<file path="config.mk">
export PLATFORM = sky130hd
export DESIGN_NAME = pixel_frame_sequencer
export DESIGN_NICKNAME = d
export VERILOG_FILES = /design/src/rtl/pixel_seq_pkg.sv /design/src/rtl/pfs_ramp_counter.sv /design/src/rtl/pixel_frame_sequencer.sv
export SDC_FILE = /design/constraint.sdc
export NUM_CORES = 1
export LEC_CHECK = 0
export ABC_AREA = 1
export CORE_MARGIN = 1
export CORE_UTILIZATION = 38
export CTS_BUF_LIST = sky130_fd_sc_hd__clkbuf_4 sky130_fd_sc_hd__clkbuf_8
export DETAILED_ROUTE_END_ITERATION = 10
export PLACE_DENSITY = 0.63
export SYNTH_ARGS = -nofsm -noshare
export SYNTH_HDL_FRONTEND = slang
export SYNTH_SLANG_ARGS = --single-unit
export TNS_END_PERCENT = 30
</file>
<file path="constraint.sdc">
create_clock -name clk -period 4.8 [get_ports clk]
set_input_delay 0.96 -clock clk [delete_from_list [all_inputs] [get_ports clk]]
set_output_delay 0.96 -clock clk [all_outputs]
set_load 0.01 [all_outputs]
</file>
<file path="src/rtl/pixel_seq_pkg.sv">
// Shared types for the pixel frame sequencer: FSM state encoding and read-group helpers.
package pixel_seq_pkg;

    localparam int unsigned NUM_GROUPS = 4;

    typedef logic [1:0] group_t;

    typedef enum logic [2:0] {
        StIdle    = 3'd0,
        StErase   = 3'd1,
        StExpose  = 3'd2,
        StConvert = 3'd3,
        StRead    = 3'd4,
        StHold    = 3'd5,
        StDone    = 3'd6
    } state_e;

    function automatic logic [NUM_GROUPS-1:0] group_onehot(input group_t g);
        logic [NUM_GROUPS-1:0] v;
        v    = '0;
        v[g] = 1'b1;
        return v;
    endfunction

endpackage

</file>
<file path="src/rtl/pfs_ramp_counter.sv">
// Saturating up-counter used as the ADC digital ramp; clear has priority over enable.
module pfs_ramp_counter #(
    parameter int unsigned DW = 8
) (
    input  logic          clk,
    input  logic          reset,
    input  logic          clr,
    input  logic          en,
    output logic [DW-1:0] count
);

    logic [DW-1:0] count_q;

    always_ff @(posedge clk or negedge reset) begin
        if (!reset) begin
            count_q <= '0;
        end else if (clr) begin
            count_q <= '0;
        end else if (en && (count_q != {DW{1'b1}})) begin
            count_q <= count_q + 1'b1;
        end
    end

    assign count = count_q;

endmodule

</file>
<file path="src/rtl/pixel_frame_sequencer.sv">
// Frame controller: erase -> expose -> convert (ADC ramp on bus) -> read0..read3 with valid/ready.
// Optional frame_id output enabled by defining PFS_FRAME_TAG_EN.
module pixel_frame_sequencer
    import pixel_seq_pkg::*;
#(
    parameter int unsigned C_ERASE   = 5,
    parameter int unsigned C_CONVERT = 255,
    parameter int unsigned C_READ    = 5,
    parameter int unsigned DW        = 8
) (
    input  logic                  clk,
    input  logic                  reset,
    input  logic                  start,
    input  logic                  abort,
    input  logic [15:0]           expose_len,
    output logic                  busy,
    output logic                  done,
    output logic                  erase,
    output logic                  expose,
    output logic                  convert,
    output logic [NUM_GROUPS-1:0] read,
    output logic                  bus_oe,
    output logic [DW-1:0]         bus_dout,
    input  logic [DW-1:0]         bus_din,
    output logic                  pix_valid,
    input  logic                  pix_ready,
    output logic [DW-1:0]         pix_data,
    output logic [1:0]            pix_group
`ifdef PFS_FRAME_TAG_EN
    ,
    output logic [7:0]            frame_id
`endif
);

    localparam logic [15:0] ERASE_LAST   = 16'(C_ERASE - 1);
    localparam logic [15:0] CONVERT_LAST = 16'(C_CONVERT - 1);
    localparam logic [15:0] READ_LAST    = 16'(C_READ - 1);
    localparam group_t      LAST_GROUP   = group_t'(NUM_GROUPS - 1);

    state_e                state_q, state_d;
    logic [15:0]           cnt_q, cnt_d;
    logic [15:0]           len_q, len_d;
    group_t                group_q, group_d;
    logic                  pix_valid_q, pix_valid_d;
    logic [DW-1:0]         pix_data_q, pix_data_d;
    logic                  busy_q, done_q, erase_q, expose_q, convert_q;
    logic [NUM_GROUPS-1:0] read_q;
    logic                  ramp_clr, ramp_en;

    always_comb begin
        state_d     = state_q;
        cnt_d       = cnt_q + 16'd1;
        len_d       = len_q;
        group_d     = group_q;
        pix_valid_d = pix_valid_q;
        pix_data_d  = pix_data_q;
        unique case (state_q)
            StIdle: begin
                cnt_d = '0;
                if (start) begin
                    state_d = StErase;
                    len_d   = (expose_len == 16'd0) ? 16'd1 : expose_len;
                    group_d = '0;
                end
            end
            StErase: begin
                if (cnt_q == ERASE_LAST) begin
                    state_d = StExpose;
                    cnt_d   = '0;
                end
            end
            StExpose: begin
                if (cnt_q == len_q - 16'd1) begin
                    state_d = StConvert;
                    cnt_d   = '0;
                end
            end
            StConvert: begin
                if (cnt_q == CONVERT_LAST) begin
                    state_d = StRead;
                    cnt_d   = '0;
                end
            end
            StRead: begin
                if (cnt_q == READ_LAST) begin
                    state_d     = StHold;
                    cnt_d       = '0;
                    pix_valid_d = 1'b1;
                    pix_data_d  = bus_din;
                end
            end
            StHold: begin
                cnt_d = '0;
                if (pix_ready) begin
                    pix_valid_d = 1'b0;
                    if (group_q == LAST_GROUP) begin
                        state_d = StDone;
                    end else begin
                        group_d = group_q + 2'd1;
                        state_d = StRead;
                    end
                end
            end
            StDone: begin
                cnt_d   = '0;
                state_d = StIdle;
            end
            default: begin
                cnt_d   = '0;
                state_d = StIdle;
            end
        endcase
        if (abort && (state_q != StIdle)) begin
            state_d     = StIdle;
            cnt_d       = '0;
            pix_valid_d = 1'b0;
        end
    end

    // Strobes are registered from the next state so they change exactly on the state edge.
    always_ff @(posedge clk or negedge reset) begin
        if (!reset) begin
            state_q     <= StIdle;
            cnt_q       <= '0;
            len_q       <= '0;
            group_q     <= '0;
            pix_valid_q <= 1'b0;
            pix_data_q  <= '0;
            busy_q      <= 1'b0;
            done_q      <= 1'b0;
            erase_q     <= 1'b0;
            expose_q    <= 1'b0;
            convert_q   <= 1'b0;
            read_q      <= '0;
        end else begin
            state_q     <= state_d;
            cnt_q       <= cnt_d;
            len_q       <= len_d;
            group_q     <= group_d;
            pix_valid_q <= pix_valid_d;
            pix_data_q  <= pix_data_d;
            busy_q      <= (state_d != StIdle);
            done_q      <= (state_d == StDone);
            erase_q     <= (state_d == StErase);
            expose_q    <= (state_d == StExpose);
            convert_q   <= (state_d == StConvert);
            read_q      <= ((state_d == StRead) || (state_d == StHold)) ?
                           group_onehot(group_d) : '0;
        end
    end

    // Ramp restarts at 0 on the first convert cycle and is forced to 0 outside convert.
    assign ramp_clr = !((state_q == StConvert) && (state_d == StConvert));
    assign ramp_en  = (state_d == StConvert);

    pfs_ramp_counter #(
        .DW(DW)
    ) u_ramp (
        .clk  (clk),
        .reset(reset),
        .clr  (ramp_clr),
        .en   (ramp_en),
        .count(bus_dout)
    );

`ifdef PFS_FRAME_TAG_EN
    logic [7:0] frame_id_q;

    always_ff @(posedge clk or negedge reset) begin
        if (!reset) begin
            frame_id_q <= '0;
        end else if (state_d == StDone) begin
            frame_id_q <= frame_id_q + 8'd1;
        end
    end

    assign frame_id = frame_id_q;
`endif

    assign busy      = busy_q;
    assign done      = done_q;
    assign erase     = erase_q;
    assign expose    = expose_q;
    assign convert   = convert_q;
    assign read      = read_q;
    assign bus_oe    = convert_q;
    assign pix_valid = pix_valid_q;
    assign pix_data  = pix_data_q;
    assign pix_group = group_q;

endmodule
</file>
==> summary.md <==
| Metric | Value |
|---|---|
| Status | `finished, final reports clean` |
| Drt drc | `0` |
| # hold bufs at CTS | `0` |
| Slew HR | `46.8%` |
| Util after Layout | `48.6%` |
| Syn nets | `511` |
| Worst R2R End | `u_ramp.count[5]` |
| WHS | `505 ps` |
| Height of the chip | `100 um` |
| Worst-Skew Late Latency | `350 ps` |
| Pre-CTS setup slack | `1960 ps` |
| Setup WS post-layout | `2350 ps` |
| Synthesized area per cell | `7.68 sq um` |
| Fraction of registers with async set or reset after synthesis | `100%` |
| Post-Syn Instances | `477` |
| Hold Crit Class | `flip-flop to flip-flop` |
| Fin nets | `572` |
| Cell Rows | `35` |
| Critical-path top delay cell | `clkdlybuf4s50_1` |
| Synthesis Warnings | `0` |
| Share of cells above drive strength 1 | `11.2%` |
| Ys flop type | `dfrtp_1` |
| Placer congestion estimate | `0.845` |
| Critical Path End Type | `flip-flop` |
| CP max FO | `27` |
| Peak VDD IR | `0.141 mV` |
| Static Leakage | `2.07 nW` |
| Worst r2r src | `state_q[0]` |
| Cell repeated most along the worst path | `nand2_1` |
| PD cells | `398 nW/um^2` |
| Share of the synthesized area in the top cell type | `43.1%` |
| CP cell instances | `clkdlybuf4s50_1 > nand2_1 > inv_2 > nor2_1 > nand2_1 > nor2_1 > nand2_2 > nand2_1 > nand3_1` |
| Final hold vios | `0` |
| Gr ovfl total | `0` |
| Yosys reg bits | `63` |
| Yosys cell types | `37` |
| Clk buf depth | `2` |
| Iter 0 DRT Violations | `153` |
| Placed cell areas | `4340 sq um` |
| Final TNS setup | `0 ps` |
| Slew Viols, Final | `0` |
| Worst EP required | `5030 ps` |
| Via count | `3144` |
| Largest cells by area after synthesis | `dfrtp_1 43%, nand2_1 11%, nor2_1 7.5%` |
| # port buffers | `57` |
| Peak Freq | `408 MHz` |
| Drt wl/cell | `12.4 um` |
| Die X-Extent | `100 um` |
| Initial core utilization | `39.4%` |
| Synth area leader | `dfrtp_1` |
| Fillers | `951` |
| CTS buffer count | `9` |
| Final WL | `8300 um` |
| Crit path from | `start` |
| Setup Skew | `11.9 ps` |
| Full die area | `10000 sq um` |
| Max_cap viols | `0` |
| Commonest cells after routing, fill and taps aside | `110 x nand2_1, 73 x nor2_1, 65 x inv_1` |
| Reg clk slew, reported paths | `80 ps` |
| RSZ-0062 raised after global routing | `false` |
| Final setup fails | `0` |
| Mapped Area | `3660 sq um` |
| Clk root buf | `clkbuf_8` |
| Kind of start point of the critical path | `primary input` |
| Core ar. | `9280 sq um` |
| Worst-margin pin slew | `797 ps` |
| Largest net degree at the start of global routing | `64` |
| Layout area overhead | `23.3%` |
| Global-route wire length before repair | `14500 um` |
| Worst path arrival time | `2680 ps` |
| EDFF count, synth | `0` |
| Finished layout cell area | `4510 sq um` |
| CTS tree | `yes` |
| Reg-to-reg slack, setup | `2640 ps` |
| Crit-path max cell delay | `410 ps` |
| Ant diodes | `0` |
| Tcrit/Tclk final | `51.0%` |
| H-tree depth | `3` |
| Sequential share of the synthesized area | `43.1%` |
| Post_cts resized | `0` |
| Vias in the first global route | `3168` |
| Commonest non-fill, non-tap cell in the layout | `nand2_1` |
| Io pins | `58` |
| Routed Antenna Nets | `0` |
| TritonCTS Sinks | `63` |
| Setup CP Type | `primary input to flip-flop` |
| GRT Overall Usage | `18.4%` |
| Dpl hpwl | `6270 um` |
| DRT Pass-1 Iters | `4` |
| Vias per inst | `4.68` |
| # Post-CTS Setup Buffers | `0` |
| CP endpoint | `busy` |
| Initial antenna violation count | `0` |
| R2R cell count | `11` |
| Min cycle time layout | `2450 ps` |
[critical path: cells and delay by family]
kind / cells / cell delay [ps]
buffers and inverters: 2 / 690
AND/OR/NAND/NOR: 7 / 1010
[worst min path at each step]
stage / slack [ps] / startpoint / cells past startpoint / end
4_1_cts: 510 / pix_valid / 2 / pix_valid
2_1_floorplan: 470 / len_q[15] / 2 / len_q[15]
5_1_grt: 530 / pix_data[0] / 1 / pix_data[0]
6_report: 500 / pix_valid / 2 / pix_valid
3_3_place_gp: 480 / pix_valid / 2 / pix_valid
3_5_place_dp: 470 / pix_valid / 2 / pix_valid
[synth_stat cells, types with 6 or more instances]
cell type / number
nand4_1: 11
inv_1: 65
mux2_2: 8
nand3_1: 26
nor4_1: 7
nand2_2: 6
o21ai_0: 24
nor2_1: 73
nor3_1: 10
nand2_1: 110
dfrtp_1: 63
xnor2_1: 6
nor2_2: 17
xor2_1: 15
[sequential cells by signal, summed over array words and instances, names as in the netlist]
register      cells
u_ramp.count      8
done              1
erase             1
expose            1
state_q           3
len_q            16
bus_oe            1
pix_valid         1
pix_group         2
busy              1
pix_data          8
read              4
cnt_q            16
[metrics by stage]
| step | total power, mW | instances |
|---|---|---|
| 2_1_floorplan | 1.21 | 477 |
| 3_3_place_gp | 1.39 | 656 |
| 3_5_place_dp | 1.40 | 656 |
| 6_report | 1.80 | 672 |
| 5_1_grt | 1.96 | 672 |
| 4_1_cts | 1.82 | 672 |
[layer usage]
layer / wire, um / GRT usage (%)
met5: 0 / 0
met4: 114 / 6.91
met3: 383 / 4.81
met2: 3950 / 30.0
met1: 3860 / 23.5
[kinds of logic (layout without fill, tap and decap cells)]
family | after synthesis | count (layout) | share of synthesized area [%]
xor+xnor | 21 | 21 | 5.02
simple gates | 271 | 271 | 33.9
buf+inv | 76 | 142 | 8.48
mux | 9 | 9 | 2.73
flops | 63 | 63 | 43.1
fa+ha+maj | 5 | 5 | 1.71
compound gates | 32 | 32 | 5.13
[power breakdown]
part | leakage, nW | internal (mW) | switching [mW] | total [mW]
clock network | 0.0776 | 0.187 | 0.227 | 0.413
logic | 1.17 | 0.251 | 0.407 | 0.658
registers | 0.825 | 0.623 | 0.102 | 0.725
[layout make-up]
cell class	count	area [sq um]	share of cell area [%]
Tap cell	129	161	3.58
Clock inverter	7	48.8	1.08
Clock buffer	9	124	2.74
Inverter	68	255	5.66
Multi-Input combinational cell	338	1770	39.3
Sequential cell	63	1580	34.9
Timing Repair Buffer	58	573	12.7
Power figures use the tool's default switching activity.
